[src/rtl/uart_pkg.sv]
// Shared UART definitions: FSM state encoding, line levels, default bit
// period and the parity helper. Used by the transmitter and the receiver.
package uart_pkg;

    // Serial frame states; PARITY_BIT is only entered in parity builds.
    typedef enum logic [2:0] {
        IDLE       = 3'd0,
        START_BIT  = 3'd1,
        DATA_BITS  = 3'd2,
        PARITY_BIT = 3'd3,
        STOP_BIT   = 3'd4
    } uart_state_t;

    localparam logic IDLE_LEVEL  = 1'b1;
    localparam logic START_LEVEL = 1'b0;

    // Default bit period, shared with the receiver.
    localparam int DEFAULT_CLKS_PER_BIT = 434;

    // Parity bit for a byte: even sense gives ^byte, odd sense gives ~^byte.
    function automatic logic parity_of(input logic [7:0] data, input logic odd);
        return (^data) ^ odd;
    endfunction

endpackage

[src/rtl/uart_tx_buffered_if.sv]
// Byte handshake between a producer and the buffered UART transmitter.
//
// Handshake: a byte transfers on a rising clock edge where i_TX_DV and
// o_TX_Ready are both high. The producer holds i_TX_DV and i_TX_Byte
// stable until that edge; i_TX_DV while o_TX_Ready is low is ignored.
interface uart_tx_buffered_if;
    logic       i_TX_DV;
    logic [7:0] i_TX_Byte;
    logic       o_TX_Ready;

    modport master (
        output i_TX_DV,
        output i_TX_Byte,
        input  o_TX_Ready
    );

    modport slave (
        input  i_TX_DV,
        input  i_TX_Byte,
        output o_TX_Ready
    );
endinterface

[src/rtl/uart_bit_timer.sv]
// Bit-period counter: runs 0..CLKS_PER_BIT-1 and wraps. o_Tick marks the
// last cycle of a bit, o_Pre_Tick the cycle before it. i_Clear holds the
// count at zero. Reusable by the receiver.
module uart_bit_timer
    import uart_pkg::*;
#(
    parameter int CLKS_PER_BIT = DEFAULT_CLKS_PER_BIT
) (
    input  logic i_Clock,
    input  logic i_Rst_L,
    input  logic i_Clear,
    output logic o_Tick,
    output logic o_Pre_Tick
);

    localparam int CNT_W = $clog2(CLKS_PER_BIT);

    logic [CNT_W-1:0] r_Count;
    logic             w_Tick;

    assign w_Tick     = (r_Count == CNT_W'(CLKS_PER_BIT - 1));
    assign o_Tick     = w_Tick;
    assign o_Pre_Tick = (r_Count == CNT_W'(CLKS_PER_BIT - 2));

    // Count cycles within a bit, wrapping at the terminal count.
    always_ff @(posedge i_Clock) begin
        if (!i_Rst_L || i_Clear) begin
            r_Count <= '0;
        end else if (w_Tick) begin
            r_Count <= '0;
        end else begin
            r_Count <= r_Count + 1'b1;
        end
    end

endmodule

[src/rtl/uart_tx_buffered.sv]
// 8N1 UART transmitter with a one-byte holding register so frames can run
// back-to-back. Optional parity bit: define UART_TX_PARITY_EN.
module uart_tx_buffered
    import uart_pkg::*;
#(
    parameter int CLKS_PER_BIT = DEFAULT_CLKS_PER_BIT,
    parameter int STOP_BITS    = 1,
    parameter bit PARITY_ODD   = 1'b0
) (
    input  logic                     i_Clock,
    input  logic                     i_Rst_L,
    uart_tx_buffered_if.slave        io_TX_If,
    output logic                     o_TX_Serial,
    output logic                     o_TX_Active,
    output logic                     o_TX_Done,
    output uart_state_t              o_Dbg_State
);

    uart_state_t r_State;
    logic        r_Serial;
    logic        r_Active;
    logic        r_Done;
    logic [7:0]  r_Shift;
    logic [2:0]  r_Bit_Idx;
    logic        r_Stop_Cnt;
    logic [7:0]  r_Hold_Byte;
    logic        r_Hold_Full;
`ifdef UART_TX_PARITY_EN
    logic        r_Parity;
`endif

    logic        w_Tick;
    logic        w_Pre_Tick;
    logic        w_Last_Stop;
    logic        w_Free;
    logic        w_Accept;
    logic        w_Load;
    logic [7:0]  w_Load_Byte;

    uart_bit_timer #(
        .CLKS_PER_BIT (CLKS_PER_BIT)
    ) u_bit_timer (
        .i_Clock    (i_Clock),
        .i_Rst_L    (i_Rst_L),
        .i_Clear    (r_State == IDLE),
        .o_Tick     (w_Tick),
        .o_Pre_Tick (w_Pre_Tick)
    );

    // The shifter is free in IDLE or in the very last cycle of the final
    // stop bit, so a new frame can start on the following cycle.
    assign w_Last_Stop = (r_Stop_Cnt == 1'(STOP_BITS - 1));
    assign w_Free      = (r_State == IDLE) ||
                         ((r_State == STOP_BIT) && w_Tick && w_Last_Stop);
    assign w_Accept    = io_TX_If.i_TX_DV && !r_Hold_Full;
    // A held byte has priority; it cannot coincide with an accept since
    // Ready is low while the holding register is full.
    assign w_Load      = w_Free && (r_Hold_Full || io_TX_If.i_TX_DV);
    assign w_Load_Byte = r_Hold_Full ? r_Hold_Byte : io_TX_If.i_TX_Byte;

    assign io_TX_If.o_TX_Ready = ~r_Hold_Full;
    assign o_TX_Serial         = r_Serial;
    assign o_TX_Active         = r_Active;
    assign o_TX_Done           = r_Done;
    assign o_Dbg_State         = r_State;

    // Holding register: filled by an accept mid-frame, emptied when the
    // shifter takes the held byte.
    always_ff @(posedge i_Clock) begin
        if (!i_Rst_L) begin
            r_Hold_Full <= 1'b0;
            r_Hold_Byte <= '0;
        end else if (w_Free && r_Hold_Full) begin
            r_Hold_Full <= 1'b0;
        end else if (w_Accept && !w_Free) begin
            r_Hold_Full <= 1'b1;
            r_Hold_Byte <= io_TX_If.i_TX_Byte;
        end
    end

    // Frame FSM with registered line, active and done outputs.
    always_ff @(posedge i_Clock) begin
        if (!i_Rst_L) begin
            r_State    <= IDLE;
            r_Serial   <= IDLE_LEVEL;
            r_Active   <= 1'b0;
            r_Done     <= 1'b0;
            r_Shift    <= '0;
            r_Bit_Idx  <= '0;
            r_Stop_Cnt <= 1'b0;
`ifdef UART_TX_PARITY_EN
            r_Parity   <= 1'b0;
`endif
        end else begin
            // Done is registered, so it is set one cycle ahead of the last stop cycle.
            r_Done <= (r_State == STOP_BIT) && w_Last_Stop && w_Pre_Tick;
            if (w_Load) begin
                r_State    <= START_BIT;
                r_Serial   <= START_LEVEL;
                r_Active   <= 1'b1;
                r_Shift    <= w_Load_Byte;
                r_Bit_Idx  <= '0;
                r_Stop_Cnt <= 1'b0;
`ifdef UART_TX_PARITY_EN
                r_Parity   <= parity_of(w_Load_Byte, PARITY_ODD);
`endif
            end else begin
                case (r_State)
                    IDLE: begin
                        r_Serial <= IDLE_LEVEL;
                        r_Active <= 1'b0;
                    end
                    START_BIT: begin
                        if (w_Tick) begin
                            r_State   <= DATA_BITS;
                            r_Serial  <= r_Shift[0];
                            r_Bit_Idx <= '0;
                        end
                    end
                    DATA_BITS: begin
                        if (w_Tick) begin
                            // Index wraps from 7 back to 0 on exit.
                            r_Bit_Idx <= r_Bit_Idx + 3'd1;
                            if (r_Bit_Idx == 3'd7) begin
`ifdef UART_TX_PARITY_EN
                                r_State  <= PARITY_BIT;
                                r_Serial <= r_Parity;
`else
                                r_State    <= STOP_BIT;
                                r_Serial   <= IDLE_LEVEL;
                                r_Stop_Cnt <= 1'b0;
`endif
                            end else begin
                                r_Shift  <= r_Shift >> 1;
                                r_Serial <= r_Shift[1];
                            end
                        end
                    end
`ifdef UART_TX_PARITY_EN
                    PARITY_BIT: begin
                        if (w_Tick) begin
                            r_State    <= STOP_BIT;
                            r_Serial   <= IDLE_LEVEL;
                            r_Stop_Cnt <= 1'b0;
                        end
                    end
`endif
                    STOP_BIT: begin
                        if (w_Tick) begin
                            if (w_Last_Stop) begin
                                r_State    <= IDLE;
                                r_Serial   <= IDLE_LEVEL;
                                r_Active   <= 1'b0;
                                r_Stop_Cnt <= 1'b0;
                            end else begin
                                r_Stop_Cnt <= r_Stop_Cnt + 1'b1;
                            end
                        end
                    end
                    default: begin
                        r_State  <= IDLE;
                        r_Serial <= IDLE_LEVEL;
                        r_Active <= 1'b0;
                    end
                endcase
            end
        end
    end

`ifndef UART_TX_PARITY_EN
    // Without a parity bit the parity sense has no effect.
    if (PARITY_ODD) begin : g_parity_sense_ignored
    end
`endif

endmodule

[src/flat_wrapper.sv]
// flat-port wrapper written by rule: the top's interface ports become plain ports
module uart_tx_buffered_flat import uart_pkg::*;
#(
    parameter int CLKS_PER_BIT = DEFAULT_CLKS_PER_BIT,
    parameter int STOP_BITS    = 1,
    parameter bit PARITY_ODD   = 1'b0
)
  (i_Clock, i_Rst_L, o_TX_Serial, o_TX_Active, o_TX_Done, o_Dbg_State, io_TX_If_i_TX_DV, io_TX_If_i_TX_Byte, io_TX_If_o_TX_Ready);
  uart_tx_buffered_if io_TX_If_i ();
  input  logic i_Clock;
  input  logic i_Rst_L;
  output logic o_TX_Serial;
  output logic o_TX_Active;
  output logic o_TX_Done;
  output uart_state_t o_Dbg_State;
  input wire logic [$bits(io_TX_If_i.i_TX_DV)-1:0] io_TX_If_i_TX_DV;
  input wire logic [$bits(io_TX_If_i.i_TX_Byte)-1:0] io_TX_If_i_TX_Byte;
  output wire logic [$bits(io_TX_If_i.o_TX_Ready)-1:0] io_TX_If_o_TX_Ready;
  assign io_TX_If_i.i_TX_DV = io_TX_If_i_TX_DV;
  assign io_TX_If_i.i_TX_Byte = io_TX_If_i_TX_Byte;
  assign io_TX_If_o_TX_Ready = io_TX_If_i.o_TX_Ready;
  uart_tx_buffered #(.CLKS_PER_BIT(CLKS_PER_BIT), .STOP_BITS(STOP_BITS), .PARITY_ODD(PARITY_ODD)) u_core (.i_Clock(i_Clock), .i_Rst_L(i_Rst_L), .io_TX_If(io_TX_If_i), .o_TX_Serial(o_TX_Serial), .o_TX_Active(o_TX_Active), .o_TX_Done(o_TX_Done), .o_Dbg_State(o_Dbg_State));
endmodule
[config.mk]
export PLATFORM = sky130hd
export DESIGN_NAME = uart_tx_buffered_flat
export DESIGN_NICKNAME = d
export VERILOG_FILES = /design/src/rtl/uart_pkg.sv /design/src/rtl/uart_tx_buffered_if.sv /design/src/rtl/uart_bit_timer.sv /design/src/rtl/uart_tx_buffered.sv /design/src/flat_wrapper.sv
export SDC_FILE = /design/constraint.sdc
export NUM_CORES = 1
export LEC_CHECK = 0
export CAP_MARGIN = 20
export CORE_ASPECT_RATIO = 0.8
export CORE_UTILIZATION = 42
export CTS_BUF_LIST = sky130_fd_sc_hd__clkbuf_4 sky130_fd_sc_hd__clkbuf_8
export DETAILED_ROUTE_END_ITERATION = 7
export PLACE_DENSITY = 0.58
export SYNTH_ARGS = -nofsm -noshare
export SYNTH_HDL_FRONTEND = slang
export SYNTH_SLANG_ARGS = --single-unit
[constraint.sdc]
create_clock -name i_Clock -period 2.7 [get_ports i_Clock]
set_input_delay 0.54 -clock i_Clock [delete_from_list [all_inputs] [get_ports i_Clock]]
set_output_delay 0.54 -clock i_Clock [all_outputs]
set_load 0.1 [all_outputs]
==> summary.md <==
| Metric | Value |
|---|---|
| P_leak | 0.7091 nW |
| Distinct cells, synth | 44 |
| Setup violations, final | 0 |
| CTS buffer count | 5 |
| Power Dens Cells | 524.8 nW/µm² |
| CP Max Fanout | 8 |
| Worst R2R End | u_core.r_Hold_Byte[0] |
| Cell area after synthesis | 1784 µm² |
| Reg2Reg Depth | 6 |
| Mean Syn Cell Area | 9.150 µm² |
| Fin nets | 227 |
| Worst r2r src | u_core.u_bit_timer.r_Count[1] |
| Clk_lat worst skew | 0.28 ns |
| Final hold viol count | 0 |
| Hold path depth | 2 |
| EDFF count, synth | 0 |
| Tcrit/Tclk final | 0.7485 |
| Crit path required time | 2.91 ns |
| Met2 usage | 0.2754 |
| Clk root buf | clkbuf_8 |
| DR pass1 iterations | 4 |
| Critical path endpoint category | flip-flop |
| Gpl congestion | 0.7825 |
| Hold Buf Count CTS | 0 |
| Dominant synthesized flop cell | dfxtp_1 |
| Commonest non-fill, non-tap cells in the layout | 35 x dfxtp_1, 20 x nand2_1, 19 x nor2_1 |
| HP Start | u_core.r_Hold_Byte[7] |
| Yosys top cell area share | 0.3927 |
| Syn nets | 211 |
| Post-CTS resize count | 0 |
| Crit path cell chain | inv_1, ha_1, and4bb_2, a21boi_1, o311a_1, mux2i_1 |
| Seq/Total Area, Yosys | 0.3927 |
| Cells after Synth | 195 |
| Vias in the first global route | 1291 |
| N_diodes | 0 |
| Final Critical Period | 2.021 ns |
| Final slew viol count | 0 |
| Type of origin of the critical path | flip-flop |
| Cell taking the most area after synthesis | dfxtp_1 |
| Worst path slowest cell | o311a_1 |
| Setup Skew | 0.005532 ns |
| Fillcell total | 378 |
| Vias per cell | 5.258 |
| Most common cell after layout, fill and taps aside | dfxtp_1 |
| Initial antenna violation count | 0 |
| Longest Clk Path Bufs | 2 |
| Critical path data arrival time | 2.23 ns |
| Grt ovf | 0 |
| Area grow syn2layout | 16.20% |
| Max-Slew Margin vs Limit | 0.5656 |
| Max Cap Viol | 0 |
| Residual DRC | 0 |
| Status | complete, no violations |
| Area of the multi-input gates | 1005 µm² |
| FF-to-FF setup slack | 0.68 ns |
| Tot GR Track Use | 0.1864 |
| Core box area | 3929 µm² |
| CTS tree | yes |
| Initial core utilization | 0.4541 |
| Highest clock rate | 0.4948 GHz |
| Seq cells post-synth | 35 |
| DP HPWL | 2665 µm |
| Die H | 60.30 µm |
| Largest net degree at the start of global routing | 18 |
| Crit-path max cell delay | 0.51 ns |
| Fin Setup TNS | 0 ns |
| Vias | 1404 |
| Sequential Area | 700.7 µm² |
| Final Util | 0.5277 |
| WL final | 3680 µm |
| Wire per inst | 13.78 µm |
| Synth async-reset ratio | 0 |
| Row cnt | 20 |
| Yosys warns | 0 |
| Hold WC Path Type | reg -> reg |
| Worst Max-Slew Pin Slew | 0.6467 ns |
| Routed Antenna Nets | 0 |
| GR Layer Usage met3 | 0.05565 |
| Htree depth | 2 |
| I/O Buffers | 17 |
| Peak supply drop | 0.3387 mV |
| Postcts setup bufs | 0 |
| CTS sink count | 35 |
| Hold Path Sink | u_core.r_Hold_Byte[7] |
| Unrepaired setup endpoints after global routing | false |
| # IOs | 18 |
| Reg clk slew, reported paths | 0.07 ns |
| Die Wd | 74.87 µm |
| Detailed Route Iter0 Violations | 86 |
| Layout cell share with drive strength beyond 1 | 0.1887 |
| First-pass GRT wire length | 6216 µm |
| Top cells by area in the synthesized netlist | dfxtp_1 39%, mux2i_1 9.5%, mux2_2 4.4%, nand2_1 4.2%, nor2_1 4.0% |
| Met1 GRT Util | 0.2621 |
| Crit Path Category | reg -> reg |
| Busiest grt layer | met2 |
| Die area | 4514 µm² |
==> worst max-delay path by stage <==
stage / start / end
floorplan: u_core.o_Dbg_State[0] / u_core.r_Bit_Idx[1]
global placement: io_TX_If_i_TX_DV / u_core.o_TX_Active
detailed placement: u_core.u_bit_timer.r_Count[1] / u_core.r_Hold_Byte[0]
CTS: u_core.u_bit_timer.r_Count[1] / u_core.r_Hold_Byte[1]
global route: u_core.u_bit_timer.r_Count[1] / u_core.r_Hold_Byte[5]
finish: u_core.u_bit_timer.r_Count[1] / u_core.r_Hold_Byte[0]
==> cell usage after synthesis (2+ instances only) <==
cell type / n
a22oi_1: 2
nand3_1: 3
buf_2: 3
a21oi_1: 5
inv_1: 8
nor3_1: 5
nor4b_1: 2
nand2_1: 20
o31ai_1: 7
clkbuf_1: 9
dfxtp_1: 35
a21oi_2: 7
o21ai_0: 6
nand4b_1: 2
mux2i_1: 17
nor2_1: 19
xnor2_1: 8
mux2_2: 7
ha_1: 5
==> cell families after synthesis <==
kind of cell	Yosys count	synth area share
buffers and inverters	20	0.04418
AND/OR/NAND/NOR	66	0.2013
adder cells (fa/ha/maj)	5	0.03506
multiplexers	24	0.1396
flip-flops	35	0.3927
XOR/XNOR	9	0.04418
AO/OA/AOI/OAI	36	0.1431
==> metrics by stage <==
stage	power, W	area, µm²	hold slack, ns	std cells	setup WS, ns
floorplan	0.0006758	1784	0.4313	195	0.4167
global placement	0.0007148	1979	0.4385	258	0.7403
detailed placement	0.0007195	1979	0.4471	258	0.6810
CTS	0.001098	2068	0.4617	266	0.6654
global route	0.001140	2073	0.4786	267	0.5012
finish	0.001088	2073	0.4582	267	0.6789
==> per-layer routing <==
metal	wire, µm	up-vias
li1	-	726
met1	1915	642
met2	1536	32
met3	199	4
met4	28	0
met5	0	-
==> critical path, delay by kind of cell, from the launching register on <==
kind / cells / cell delay [ns]
AOI/OAI and AO/OA: 2 / 0.79
DFF: 1 / 0.37
and+or+nand+nor: 1 / 0.28
muxes: 1 / 0.24
adders and majority gates: 1 / 0.20
buffers and inverters: 1 / 0.07
==> sequential cells by signal, summed over array words and instances (netlist names) <==
signal / count
u_core.o_TX_Active: 1
u_core.r_Hold_Byte: 8
u_core.r_Bit_Idx: 3
u_core.u_bit_timer.r_Count: 9
u_core.o_Dbg_State: 3
u_core.o_TX_Serial: 1
u_core.r_Hold_Full: 1
u_core.r_Shift: 8
u_core.o_TX_Done: 1
==> layout make-up <==
type                       count  share of cell area
timing repair buffer          21             0.08690
tap                           55             0.03319
multi-input combinational    140              0.4846
clock buffer                   7             0.04043
sequential                    35              0.3380
inverter                       8             0.01448
clock inverter                 1            0.002414
==> report_power, final <==
group          internal, W  switching [W]
sequential        0.000539      0.0000198
combinational    0.0000602      0.0000902
clock             0.000201       0.000178
total             0.000800       0.000288
(Power assumes the default switching activity.)
